**config.mk**
```make
export PLATFORM = sky130hd
export DESIGN_NAME = calc_sequencer
export DESIGN_NICKNAME = d
export VERILOG_FILES = /design/src/rtl/calc_sequencer.sv
export SDC_FILE = /design/constraint.sdc
export NUM_CORES = 1
export LEC_CHECK = 0
export CAP_MARGIN = 20
export CORE_ASPECT_RATIO = 1.2
export CORE_MARGIN = 2
export CORE_UTILIZATION = 25
export CTS_BUF_LIST = sky130_fd_sc_hd__clkbuf_4 sky130_fd_sc_hd__clkbuf_8
export CTS_CLUSTER_DIAMETER = 60
export DETAILED_ROUTE_END_ITERATION = 6
export PLACE_DENSITY = 0.51
export SYNTH_ARGS = -nofsm -noshare
export SYNTH_HDL_FRONTEND = slang
export SYNTH_SLANG_ARGS = --single-unit
export TNS_END_PERCENT = 100
```
**constraint.sdc**
```tcl
create_clock -name clk -period 4.2 [get_ports clk]
set_clock_uncertainty 0.15 [all_clocks]
set_input_delay 0.84 -clock clk [delete_from_list [all_inputs] [get_ports clk]]
set_output_delay 0.84 -clock clk [all_outputs]
set_load 0.02 [all_outputs]
```
**src/rtl/calc_sequencer.sv**
```systemverilog
`default_nettype none
// +----------------------------------------------------------------------+
// | calc_sequencer : keypad-to-ALU sequencer with timeout and /0 guard    |
// | Optional macro CALC_CHAIN_EN: op key in S_RES chains the result into  |
// | operand A.                                                            |
// | Revision: 1.0                                                         |
// +----------------------------------------------------------------------+
module calc_sequencer #(
   parameter int WIDTH   = 8,
   parameter int TIMEOUT = 64
) (
   input  logic                 clk,
   input  logic                 reset,
   input  logic                 digit_valid,
   input  logic [3:0]           digit,
   input  logic [3:0]           op_key,
   input  logic                 eq_key,
   input  logic                 clr_key,
   input  logic                 alu_done,
   input  logic [2*WIDTH-1:0]   alu_result,
   output logic [WIDTH-1:0]     operand_a,
   output logic [WIDTH-1:0]     operand_b,
   output logic [3:0]           op_sel,
   output logic                 alu_start,
   output logic [2*WIDTH-1:0]   result,
   output logic                 result_valid,
   output logic                 error,
   output logic                 busy
);

   localparam int CW = $clog2(TIMEOUT + 1);
   localparam logic [WIDTH+3:0] TEN = (WIDTH + 4)'(10);
   localparam logic [3:0]       OP_DIV = 4'b1000;

   typedef enum logic [2:0] {
      S_A    = 3'd0,
      S_OP   = 3'd1,
      S_B    = 3'd2,
      S_EXEC = 3'd3,
      S_RES  = 3'd4
   } state_t;

   state_t               state_q, state_d;
   logic [CW-1:0]        cnt_q, cnt_d;
   logic [WIDTH-1:0]     operand_a_q, operand_a_d;
   logic [WIDTH-1:0]     operand_b_q, operand_b_d;
   logic [3:0]           op_sel_q, op_sel_d;
   logic                 alu_start_q, alu_start_d;
   logic [2*WIDTH-1:0]   result_q, result_d;
   logic                 result_valid_q, result_valid_d;
   logic                 error_q, error_d;
   logic                 busy_q, busy_d;

   logic                 op_valid, digit_ok;
   logic                 key_eq, key_op, key_dig;
   logic [WIDTH+3:0]     acc_a, acc_b;
   logic                 acc_a_fits, acc_b_fits;

   // One key event per cycle: eq beats op beats digit (clr handled above all).
   assign op_valid = (op_key == 4'b0001) || (op_key == 4'b0010) ||
                     (op_key == 4'b0100) || (op_key == 4'b1000);
   assign digit_ok = digit_valid && (digit < 4'd10);
   assign key_eq   = eq_key;
   assign key_op   = !eq_key && op_valid;
   assign key_dig  = !eq_key && !op_valid && digit_ok;

   assign acc_a      = {4'b0, operand_a_q} * TEN + {{WIDTH{1'b0}}, digit};
   assign acc_b      = {4'b0, operand_b_q} * TEN + {{WIDTH{1'b0}}, digit};
   assign acc_a_fits = (acc_a[WIDTH+3:WIDTH] == 4'd0);
   assign acc_b_fits = (acc_b[WIDTH+3:WIDTH] == 4'd0);

   always_comb begin
      state_d        = state_q;
      cnt_d          = cnt_q;
      operand_a_d    = operand_a_q;
      operand_b_d    = operand_b_q;
      op_sel_d       = op_sel_q;
      alu_start_d    = 1'b0;
      result_d       = result_q;
      result_valid_d = result_valid_q;
      error_d        = error_q;

      if (clr_key) begin
         state_d        = S_A;
         cnt_d          = '0;
         operand_a_d    = '0;
         operand_b_d    = '0;
         op_sel_d       = '0;
         result_d       = '0;
         result_valid_d = 1'b0;
         error_d        = 1'b0;
      end else begin
         case (state_q)
            S_A: begin
               if (key_op) begin
                  op_sel_d = op_key;
                  state_d  = S_OP;
               end else if (key_dig && acc_a_fits) begin
                  operand_a_d = acc_a[WIDTH-1:0];
               end
            end
            S_OP: begin
               if (key_op) begin
                  op_sel_d = op_key;
               end else if (key_dig) begin
                  operand_b_d = WIDTH'(digit);
                  state_d     = S_B;
               end
            end
            S_B: begin
               if (key_eq) begin
                  if (op_sel_q == OP_DIV && operand_b_q == '0) begin
                     error_d        = 1'b1;
                     result_d       = '0;
                     result_valid_d = 1'b0;
                     state_d        = S_RES;
                  end else begin
                     alu_start_d = 1'b1;
                     cnt_d       = '0;
                     state_d     = S_EXEC;
                  end
               end else if (key_dig && acc_b_fits) begin
                  operand_b_d = acc_b[WIDTH-1:0];
               end
            end
            S_EXEC: begin
               // A done on the timeout edge still wins over the timeout.
               if (alu_done) begin
                  result_d       = alu_result;
                  result_valid_d = 1'b1;
                  state_d        = S_RES;
               end else if (cnt_q == CW'(TIMEOUT)) begin
                  error_d        = 1'b1;
                  result_valid_d = 1'b0;
                  state_d        = S_RES;
               end else begin
                  cnt_d = cnt_q + 1'b1;
               end
            end
            S_RES: begin
               if (key_op) begin
`ifdef CALC_CHAIN_EN
                  if (result_valid_q && result_q[2*WIDTH-1:WIDTH] == '0) begin
                     operand_a_d    = result_q[WIDTH-1:0];
                     op_sel_d       = op_key;
                     result_valid_d = 1'b0;
                     state_d        = S_OP;
                  end
`else
                  state_d = S_RES;
`endif
               end else if (key_dig) begin
                  operand_a_d    = WIDTH'(digit);
                  operand_b_d    = '0;
                  op_sel_d       = '0;
                  result_d       = '0;
                  result_valid_d = 1'b0;
                  error_d        = 1'b0;
                  state_d        = S_A;
               end
            end
            default: state_d = S_A;
         endcase
      end
   end

   assign busy_d = (state_d == S_EXEC);

   always_ff @(posedge clk or posedge reset) begin
      if (reset) begin
         state_q        <= S_A;
         cnt_q          <= '0;
         operand_a_q    <= '0;
         operand_b_q    <= '0;
         op_sel_q       <= '0;
         alu_start_q    <= 1'b0;
         result_q       <= '0;
         result_valid_q <= 1'b0;
         error_q        <= 1'b0;
         busy_q         <= 1'b0;
      end else begin
         state_q        <= state_d;
         cnt_q          <= cnt_d;
         operand_a_q    <= operand_a_d;
         operand_b_q    <= operand_b_d;
         op_sel_q       <= op_sel_d;
         alu_start_q    <= alu_start_d;
         result_q       <= result_d;
         result_valid_q <= result_valid_d;
         error_q        <= error_d;
         busy_q         <= busy_d;
      end
   end

   assign operand_a    = operand_a_q;
   assign operand_b    = operand_b_q;
   assign op_sel       = op_sel_q;
   assign alu_start    = alu_start_q;
   assign result       = result_q;
   assign result_valid = result_valid_q;
   assign error        = error_q;
   assign busy         = busy_q;

endmodule
`default_nettype wire

```
==> impl_results.md <==
* DRT Pass-1 Iters at 4
* Vias at 3181
* GR Util All Layers at 12.66%
* Seq/Total Area, Yosys at 34.26%
* Fin crit period at 3.233 ns
* NetSw at 428.0 uW
* Initial antenna violation count at 0
* Clock Tree Root: clkbuf_8
* WL met1 at 4704 um
* Global-route wire length before repair at 16100 um
* Type of the worst setup path: reg -> reg
* DR iter-0 viols at 182
* Via density at 4.970
* Total power at 1.270 mW
* Critical Path RT at 4.25 ns
* Std cell rows at 48
* Switching Fraction at 33.71%
* Seq pwr share at 42.7%
* Synth Register Bits at 50
* Diode count at 0
* Avg Inst Size Synth at 9.246 um2
* Clock Tree Buf Depth at 2
* CTS Buf Count at 5
* DR WL met2 at 4642 um
* Worst VDD drop at 109.3 uV
* TritonCTS clock tree: yes
* Setup_tns at 0 ns
* Final period utilization at 76.97%
* Fin Hold WS at 0.3374 ns
* R2R depth at 8
* Final net count at 530
* Peak fanout along the critical path at 5
* Reg2Reg Launch Point: operand_a[2]
* Clock Sink Count at 50
* Internal power at 841.9 uW
* Finish-stage setup viols at 0
* Worst R2R Setup Slack at 0.97 ns
* Mapped Nets at 461
* Hold Buf Count CTS at 0
* Status: finished, final reports clean
* Synthesized area at 0.003652 mm2
* Synth cell types at 65
* RSZ-0062 raised after global routing: no
* Layout cell share with drive strength beyond 1 at 8.817%
* Port Buf Inserts at 69
* Leakage dissipation at 1.951 nW
* Initial core utilization at 25.44%
* Cells after Synth at 395
* Core footprint at 0.01435 mm2
* FF-to-FF End: operand_a[1]
* Ys async rst share at 100.0%
* Hold Fails Final Rpt at 0
* Util after Layout at 32.40%
* Routed WL at 9788 um
* Hold Crit Class: reg -> reg
* Cell Pwr Density at 273.1 mW/mm2
* # IOs at 70
* Top sig layer: met4
* GP Congestion at 0.8715
* Number of synthesized flops with an enable pin at 0
* Detail Placement HPWL at 7494 um
* Max cap viols at 0
* Crit path DAT at 3.29 ns
* # resized after CTS at 0
* Critical Path Start Type: flop
* Rel. slew slack at 58.97%
* Final ANT Viol Nets at 0
* Comb power frac at 34.0%
* CP endpoint kind: flop
* Largest net degree at the start of global routing at 51
* Worst hold path cell count at 2
* Min-delay src: result[11]
* H-Tree Depth at 2
* Met3 wire len at 345 um
* Horiz. Die Dim at 114.3 um
* Die H at 136.4 um
* Main synth FF type: dfrtp_1
* Postcts setup bufs at 0
* Fmax at 309.3 MHz
* Area growth, synth to finish at 27.34%
* Most common cell after layout, fill and taps aside: clkdlybuf4s50_1
* Vias in the first global route at 3176
* Gr ovfl total at 0
* Residual DRC count at 0
* Least-Margin Pin Slew at 0.6154 ns
* Clock share of power at 23.3%
* Clk_lat worst skew at 0.30 ns
* WHS Endpoint: result[11]
* Clock transition at path regs at 0.09 ns
* WL/cell at 15.29 um
* Fin. max-slew vios at 0
* Commonest cells after routing, fill and taps aside: clkdlybuf4s50_1, nand2_1, dfrtp_1
* Ys Warns at 0
* Die area at 0.01560 mm2
logic make-up after synthesis:
| logic type | count (synthesis) | synth area share, % |
|---|---|---|
| buffers and inverters | 24 | 2.877 |
| multiplexers | 21 | 6.098 |
| AO/OA/AOI/OAI | 95 | 18.36 |
| AND/OR/NAND/NOR | 155 | 21.89 |
| XOR/XNOR | 14 | 3.357 |
| adder cells (fa/ha/maj) | 36 | 13.16 |
| flip-flops | 50 | 34.26 |
synthesized netlist by cell type (5+ instances only):
| cell type | count | share of area (%) |
|---|---|---|
| a21oi_1 | 15 | 2.1 |
| and2_1 | 9 | 1.5 |
| and3_1 | 11 | 1.9 |
| buf_2 | 5 | 0.69 |
| clkbuf_1 | 6 | 0.62 |
| dfrtp_1 | 50 | 34 |
| ha_1 | 32 | 11 |
| inv_1 | 11 | 1.1 |
| mux2_2 | 8 | 2.5 |
| mux2i_1 | 11 | 3.0 |
| nand2_1 | 63 | 6.5 |
| nand3_1 | 11 | 1.5 |
| nor2_1 | 15 | 1.5 |
| nor3_1 | 5 | 0.69 |
| nor3b_1 | 5 | 1.0 |
| nor4_1 | 6 | 1.0 |
| o21ai_0 | 31 | 4.2 |
| or2_2 | 5 | 0.86 |
| xnor2_1 | 11 | 2.6 |
state kept, by name (all words and copies together), names as in the netlist:
name	flops
busy	1
operand_a	8
state_q	3
result_valid	1
operand_b	8
result	16
op_sel	4
cnt_q	7
error	1
alu_start	1
worst max path at each step:
stage / from / endpoint / slack (ns) / cells after the start
6_report: operand_a[2] / operand_a[1] / 0.97 / 8
5_1_grt: digit[1] / operand_a[7] / 0.79 / 9
4_1_cts: operand_a[1] / operand_a[3] / 0.93 / 9
3_5_place_dp: digit[1] / operand_a[1] / 0.67 / 9
3_3_place_gp: digit[1] / operand_a[0] / 0.73 / 9
2_1_floorplan: operand_a[1] / operand_a[0] / 1.17 / 9
metal layers:
| metal | track usage [%] | vias to the layer above |
|---|---|---|
| li1 | - | 1577 |
| met1 | 17.08 | 1521 |
| met2 | 21.46 | 74 |
| met3 | 1.872 | 9 |
| met4 | 2.710 | 0 |
| met5 | 0 | - |
power by group through the flow:
| stage | clock, mW | combinational (mW) | sequential [mW] |
|---|---|---|---|
| 2_1_floorplan | 0 | 0.269 | 0.562 |
| 3_3_place_gp | 0 | 0.425 | 0.554 |
| 3_5_place_dp | 0 | 0.431 | 0.554 |
| 4_1_cts | 0.306 | 0.433 | 0.545 |
| 5_1_grt | 0.327 | 0.482 | 0.548 |
| 6_report | 0.295 | 0.432 | 0.543 |
through the flow:
step	cells	setup WS (ns)	cell area, um2
final	640	0.9672	4651
after global routing	640	0.7900	4651
after CTS	639	0.9262	4631
after detailed placement	631	0.6700	4536
after global placement	631	0.7270	4536
after floorplan	395	1.169	3652
layout make-up:
cell class              count  area (um2)
clock inverters             2       12.51
well taps                 175       219.0
flip-flops and latches     50        1251
repair buffers             75       748.2
clock buffers               6       82.58
fillers                  1500        9703
inverters                  11       41.29
multi-input cells         321        2296
critical path, stage by stage, from the launching register on:
cell and delay, ns:
dfrtp_1 0.47, ha_1 0.37, ha_1 0.33, a211oi_1 0.32, nor3b_1 0.16, o311ai_0 0.50, nand4_1 0.25, o21a_1 0.29
o32ai_1 0.28
Note: power is estimated with default switching activity, not from simulation.
